[config.mk]
export PLATFORM = sky130hd
export DESIGN_NAME = ps2_scancode_receiver
export DESIGN_NICKNAME = d
export VERILOG_FILES = /design/src/rtl/ps2_scancode_receiver.sv
export SDC_FILE = /design/constraint.sdc
export NUM_CORES = 1
export LEC_CHECK = 0
export BUFFER_PORTS_ARGS = -buffer_cell sky130_fd_sc_hd__clkbuf_2
export CAP_MARGIN = 20
export CORE_MARGIN = 2
export CORE_UTILIZATION = 30
export DETAILED_ROUTE_END_ITERATION = 8
export PLACE_DENSITY_LB_ADDON = 0.3
export SYNTH_ARGS = -nofsm -noshare
export SYNTH_HDL_FRONTEND = slang
export SYNTH_SLANG_ARGS = --single-unit
[constraint.sdc]
create_clock -name clock -period 2.3 [get_ports clock]
set_clock_uncertainty 0.15 [all_clocks]
set_input_delay 0 -clock clock [delete_from_list [all_inputs] [get_ports clock]]
set_output_delay 0 -clock clock [all_outputs]
set_load 0.01 [all_outputs]
[src/rtl/ps2_scancode_receiver.sv]
// PS/2 keyboard receiver: 2-FF pin sync, 11-bit frame capture, scan-code set 2 F0/E0 prefix decode.
// Latency: valid/frame_error 3 clocks after the stop-bit ps2_clk falling pin edge; timeout aborts stalled frames.
// Backpressure: none; the keyboard cannot be stalled, so each event is a one-cycle strobe with held outputs.
module ps2_scancode_receiver #(
    parameter int TIMEOUT_CYCLES = 50000,
    parameter bit CLEAR_ON_BREAK = 1'b1
) (
    input  logic       clock,
    input  logic       reset,
    input  logic       ps2_clk,
    input  logic       ps2_data,
    output logic [7:0] keyboard_code,
    output logic       makeBreak,
    output logic       extended,
    output logic       valid,
    output logic       frame_error
);

    localparam int TW = $clog2(TIMEOUT_CYCLES + 1);
    localparam logic [TW-1:0] TIMEOUT_LAST = TW'(TIMEOUT_CYCLES - 1);

    typedef enum logic [1:0] {
        IDLE   = 2'd0,
        DATA   = 2'd1,
        PARITY = 2'd2,
        STOP   = 2'd3
    } state_t;

    logic          ps2_clk_s1, ps2_clk_s2, ps2_clk_prev;
    logic          ps2_data_s1, ps2_data_s2;
    logic          ps2_fall;
    state_t        state;
    logic [2:0]    bit_cnt;
    logic [7:0]    shift_reg;
    logic          parity_bit;
    logic [TW-1:0] timeout_cnt;
    logic          break_pending;
    logic          ext_pending;
    logic          frame_good;

    // Idle PS/2 lines float high, so the synchronisers reset to 1 to avoid a false edge.
    always_ff @(posedge clock or posedge reset) begin
        if (reset) begin
            ps2_clk_s1   <= 1'b1;
            ps2_clk_s2   <= 1'b1;
            ps2_clk_prev <= 1'b1;
            ps2_data_s1  <= 1'b1;
            ps2_data_s2  <= 1'b1;
        end else begin
            ps2_clk_s1   <= ps2_clk;
            ps2_clk_s2   <= ps2_clk_s1;
            ps2_clk_prev <= ps2_clk_s2;
            ps2_data_s1  <= ps2_data;
            ps2_data_s2  <= ps2_data_s1;
        end
    end

    assign ps2_fall   = ps2_clk_prev & ~ps2_clk_s2;
    assign frame_good = (^{shift_reg, parity_bit}) & ps2_data_s2;

    always_ff @(posedge clock or posedge reset) begin
        if (reset) begin
            state         <= IDLE;
            bit_cnt       <= '0;
            shift_reg     <= '0;
            parity_bit    <= 1'b0;
            timeout_cnt   <= '0;
            break_pending <= 1'b0;
            ext_pending   <= 1'b0;
            keyboard_code <= 8'h00;
            makeBreak     <= 1'b0;
            extended      <= 1'b0;
            valid         <= 1'b0;
            frame_error   <= 1'b0;
        end else begin
            valid       <= 1'b0;
            frame_error <= 1'b0;
            if (state == IDLE) begin
                timeout_cnt <= '0;
                if (ps2_fall && !ps2_data_s2) begin
                    state   <= DATA;
                    bit_cnt <= '0;
                end
            end else if (ps2_fall) begin
                timeout_cnt <= '0;
                case (state)
                    DATA: begin
                        shift_reg <= {ps2_data_s2, shift_reg[7:1]};
                        bit_cnt   <= bit_cnt + 3'd1;
                        if (bit_cnt == 3'd7)
                            state <= PARITY;
                    end
                    PARITY: begin
                        parity_bit <= ps2_data_s2;
                        state      <= STOP;
                    end
                    STOP: begin
                        state <= IDLE;
                        if (!frame_good) begin
                            frame_error   <= 1'b1;
                            break_pending <= 1'b0;
                            ext_pending   <= 1'b0;
                        end else if (shift_reg == 8'hF0) begin
                            break_pending <= 1'b1;
                        end else if (shift_reg == 8'hE0) begin
                            ext_pending <= 1'b1;
                        end else begin
                            valid         <= 1'b1;
                            makeBreak     <= ~break_pending;
                            extended      <= ext_pending;
                            break_pending <= 1'b0;
                            ext_pending   <= 1'b0;
                            // Releasing the held key blanks the code so downstream stops the note.
                            if (break_pending && CLEAR_ON_BREAK && (shift_reg == keyboard_code))
                                keyboard_code <= 8'h00;
                            else
                                keyboard_code <= shift_reg;
                        end
                    end
                    default: state <= IDLE;
                endcase
            end else if (timeout_cnt == TIMEOUT_LAST) begin
                frame_error   <= 1'b1;
                state         <= IDLE;
                timeout_cnt   <= '0;
                break_pending <= 1'b0;
                ext_pending   <= 1'b0;
            end else begin
                timeout_cnt <= timeout_cnt + 1'b1;
            end
        end
    end

endmodule

# Yosys cells after proc, flatten, opt, wreduce, memory -nomap -nowiden
# Cells that the tools add are included.
[word_totals]
ff_bits = 49
inputBits = 4
out_inout_bits = 12
[classes]
n_addsub = 2
eq_ne = 13
mux = 36
bitwise_logic = 7
n_reduce_logical = 16
[ops]
columns = ["op", "n"]
rows = [
  ["$mux W16", 3],
  ["$mux W1", 22],
  ["$add A16 B1 Y16 const B", 1],
  ["$eq A16 B16 Y1 const B", 1],
  ["$eq A8 B8 Y1 const B", 2],
  ["$mux W3", 4],
  ["$reduce_and A3 Y1", 4],
  ["$mux W2", 5],
  ["$reduce_xor A9 Y1", 1],
  ["$eq A8 B8 Y1", 1],
  ["$mux W8", 1],
  ["$ne A4 B4 Y1 const B", 2],
  ["$reduce_and A4 Y1", 2],
  ["$reduce_and A6 Y1", 1],
  ["$reduce_bool A2 Y1", 3],
  ["$not A1 Y1", 5],
  ["$eq A2 B2 Y1 const B", 2],
  ["$ne A2 B1 Y1 const B", 2],
  ["$pmux W2 S2", 1],
  ["$add A3 B1 Y3 const B", 1],
  ["$eq A3 B3 Y1 const B", 1],
  ["$ne A3 B3 Y1 const B", 1],
  ["$reduce_bool A3 Y1", 1],
  ["$and A1 B1 Y1", 2],
  ["4 further kinds", 5],
]

# Depth between registers and ports, before layout
[depth]
ltp_word = 7
mapped_depth = 7

# Worst setup path before layout
# Ideal clock, no wire load.
[synth_path]
path_kind = "register to register"
from = "reg shift_reg[6]"
to = "reg extended"
setup_ns = 0.125
arrival_time_ns = 1.753
slack_ns = 0.272
path_stages_with_launch = 6
path_buffers = 1
period_less_slack_ns = 2.028
cell_sequence = "dfrtp_1 xor2_1 xnor3_2 mux2i_2 buf_6 mux2_4"
[synth_between]
elab_chain_cells = 3
elab_cells_between_ends = 7
cone_classes = "2 x eq/ne; 3 x bitwise; 2 x reduce/logical"
[synth_rtl]
columns = ["element", "line_no", "rtl"]
rows = [
  ["start, declared", "34", "logic [7:0] shift_reg;"],
  ["start signal, assigned", "88", "shift_reg <= {ps2_data_s2, shift_reg[7:1]};"],
  ["$reduce_xor A9 Y1, or another cell as far along", "59", "assign frame_good = (^{shift_reg, parity_bit}) & ps2_data_s2;"],
  ["$and A1 B1 Y1 / $not A1 Y1 (equally long branches)", "-", ""],
  ["$reduce_and A6 Y1 (no line) (*)", "-", ""],
  ["end signal, assigned", "110", "extended <= ext_pending;"],
  ["end, declared", "14", "output logic extended,"],
]
# Mark *: on every way between the ends. The rest lies on a longest branch, timed or not.
# A chain may end at the register's enable or synchronous reset.

# Worst setup path in the final report
[layout_path]
from = "reg shift_reg[2]"
to = "reg keyboard_code[7]"
[layout_between]
elab_chain_cells = 3
elab_cells_between_ends = 10
cone_classes = "3 x eq/ne; 1 x mux; 3 x bitwise; 3 x reduce/logical"
[layout_rtl]
columns = ["element", "line_no", "rtl"]
rows = [
  ["$reduce_xor A9 Y1, or another cell as far along", "59", ""],
  ["$and A1 B1 Y1, or another cell as far along", "59", ""],
  ["$reduce_and A6 Y1 (no line) / $mux W8 (equally long branches)", "-", ""],
  ["end signal, assigned", "117", "keyboard_code <= shift_reg;"],
  ["end, declared", "12", "output logic [7:0] keyboard_code,"],
]
# Several ways; a longest one is shown, not always the timed one.

==> impl_metrics.tcl <==
set metrics [dict create \
    startpoint "shift_reg[2]" \
    total_power_mw 2.893 \
    regArea_um2 1232 \
    synthFlopType "dfrtp_1" \
    portBuffers 15 \
    synthToLayoutAreaGrowth_pct 15.80 \
    ioPinCount 16 \
    drtAntennaViolNets 0 \
    timing.rr.start "shift_reg[2]" \
    synth_area_um2 2557 \
    slew_violations 0 \
    core_area_um2 8258 \
    vias_per_cell 4.773 \
    power_density_nw_per_um2 976.9 \
    synth_seq_cells 49 \
    wl_per_cell_um 13.06 \
    drive_gt1_share_pct 27.38 \
    drtPass1Iterations 4 \
    crit_fanout 6 \
    dieWidth_um 96.33 \
    fmax_ghz 0.4600 \
    initial_core_util_pct 30.97 \
    rsz0062_at_grt "false" \
    final_cells 357 \
    layout_commonest_cell "dfrtp_1" \
    nets 262 \
    place_congestion 0.7432 \
    final_util_pct 35.86 \
    design_area_um2 2962 \
    cts_num_sinks 49 \
    clock_latency_ns 0.30 \
    antenna_found_initial 0 \
    netlist_instances 220 \
    cts_buffers 5 \
    drt_iter0_drc 44 \
    path_clk_slew_ns 0.09 \
    cts_tree "done" \
    cp_data_required_time_ns 2.34 \
    largest_register_ff_count 16 \
    worst_pin_slew_ns 0.4439 \
    yosysSeqAreaShare_pct 48.19 \
    slew-limit-headroom_pct 70.00 \
    grt_pass1_vias 1699 \
    status "finished clean" \
    final.period_utilization_pct 94.51 \
    min_period_ns 2.174 \
    syn_avg_cell_area_um2 11.62 \
    cap_violations 0 \
    layout_common_cells "dfrtp_1 (44), xnor2_1 (20), nor2_1 (15), clkbuf_2 (15), nand2_1 (13)" \
    clockRootBuffer "clkbuf_8" \
    end_kind "register" \
    multi_input_area_um2 1255 \
    finalSetupViolations 0 \
    grt_overflow 0 \
    via_count 1704 \
    fillers 831 \
    routed_wl_um 4664 \
    grt_pass1_wl_um 8100 \
    synth_nets 231 \
    ys_types 44 \
    yosysWarningCount 0 \
    async_flop_share_pct 100.0 \
    worstHoldStart "ps2_data" \
    fp.dieArea_um2 9279 \
    critPathKind "register to register" \
    die_h_um 96.33 \
    synth_edf_count 0 \
    clock_tree.htree_level_count 2 \
    grt_max_degree 23 \
    placed_area_um2 2818 \
    dp.cells 345 \
    hold_violations 0 \
    startpoint_type "register" \
    p_leak_nw 1.275 \
    cts_max_path_buffers 2 \
    cp_data_arrival_time_ns 2.21 \
    grt_usage_pct 11.10 \
    rows 33 \
    tns_ns 0 \
    place.detailed.hpwl_um 3409 \
    antenna_cells 0 \
    hp-class "input pin to register" \
    drc 0 \
    peakVddDrop_uv 345.9 \
]
report_power, final:
group	internal [mW]	switching (mW)	total (mW)
sequential	1.02	0.179	1.20
clock	0.244	0.287	0.531
combinational	0.621	0.545	1.17
cells in the mapped netlist, types with 2 or more instances:
| cell | number | share of area, % |
|---|---|---|
| dfrtp_1 | 44 | 43 |
| xnor2_1 | 20 | 6.8 |
| nor2_1 | 15 | 2.2 |
| nand2_1 | 13 | 1.9 |
| inv_1 | 11 | 1.6 |
| mux2_2 | 11 | 4.8 |
| mux2_4 | 8 | 4.7 |
| ha_1 | 7 | 3.4 |
| o31a_1 | 7 | 2.4 |
| a21oi_1 | 6 | 1.2 |
| nand4_1 | 6 | 1.5 |
| dfstp_2 | 5 | 5.1 |
| nor4_1 | 5 | 1.2 |
| a31oi_1 | 4 | 0.98 |
| clkbuf_1 | 4 | 0.59 |
| mux2i_1 | 4 | 1.6 |
| nand3_1 | 4 | 0.78 |
| nor2b_1 | 4 | 0.98 |
| o21ai_0 | 4 | 0.78 |
| xor2_1 | 4 | 1.4 |
| and3_1 | 3 | 0.73 |
| or3_1 | 3 | 0.73 |
| and2_1 | 2 | 0.49 |
| buf_2 | 2 | 0.39 |
| nand3b_1 | 2 | 0.59 |
| nor3_1 | 2 | 0.39 |
| nor4bb_1 | 2 | 0.78 |
| o2111ai_1 | 2 | 0.69 |
timing repair:
item                       in CTS  in global routing
hold buffers                    4                  0
setup endpoints to repair       0                  2
gates resized for setup         0                  1
hold endpoints to repair       46                  0
buffers inserted                0                  0
cells by family after synthesis:
family | count (synthesis) | share of synthesized area (%)
and+or+nand+nor | 67 | 14.68
buffers and inverters | 18 | 3.033
AOI/OAI and AO/OA | 28 | 7.779
muxes | 24 | 11.64
DFF | 49 | 48.19
xor gates and xnor gates | 27 | 11.25
adders and majority gates | 7 | 3.425
path summary, 6_finish.rpt:
check / cells past startpoint / slack [ns] / endpoint
worst max-delay path: 5 / 0.13 / keyboard_code[7]
min in group asynchronous: 4 / 0.55 / timeout_cnt[5]
worst max register to register: 5 / 0.13 / keyboard_code[7]
worst min-delay path: 2 / 0.17 / ps2_data_s1
worst min register to register: 0 / 0.21 / ps2_clk_s2
max in group asynchronous: 5 / 0.87 / ps2_data_s1
metal layers:
layer	up-vias	GRT usage, %	part of all wire, %
li1	848	-	-
met1	825	15.13	50
met2	21	16.67	45
met3	10	2.819	3.2
met4	0	4.812	2.3
met5	-	0	0
metrics by stage:
step / worst slack (ns) / hold slack, ns
floorplan: 0.2723 / -0.1455
global placement: 0.1454 / -0.2433
detailed placement: 0.1228 / -0.2367
CTS: 0.1137 / 0.1640
global route: 0.006224 / 0.1669
finish: 0.1262 / 0.1734
area by class of cell:
cell class              instances  area share (%)
repair buffers                 31           6.929
multi-input cells             153           42.37
inverters                      11           1.394
clock inverters                 2          0.4647
well taps                     105           4.436
clock buffers                   6           2.788
flip-flops and latches         49           41.61
worst max-delay path, stage by stage, from the launching register on:
cell     delay, ns
dfrtp_1       0.48
xnor2_1       0.23
xnor3_2       0.41
mux2i_2       0.23
buf_4         0.21
mux2_2        0.34
Power figures use the tool's default switching activity.
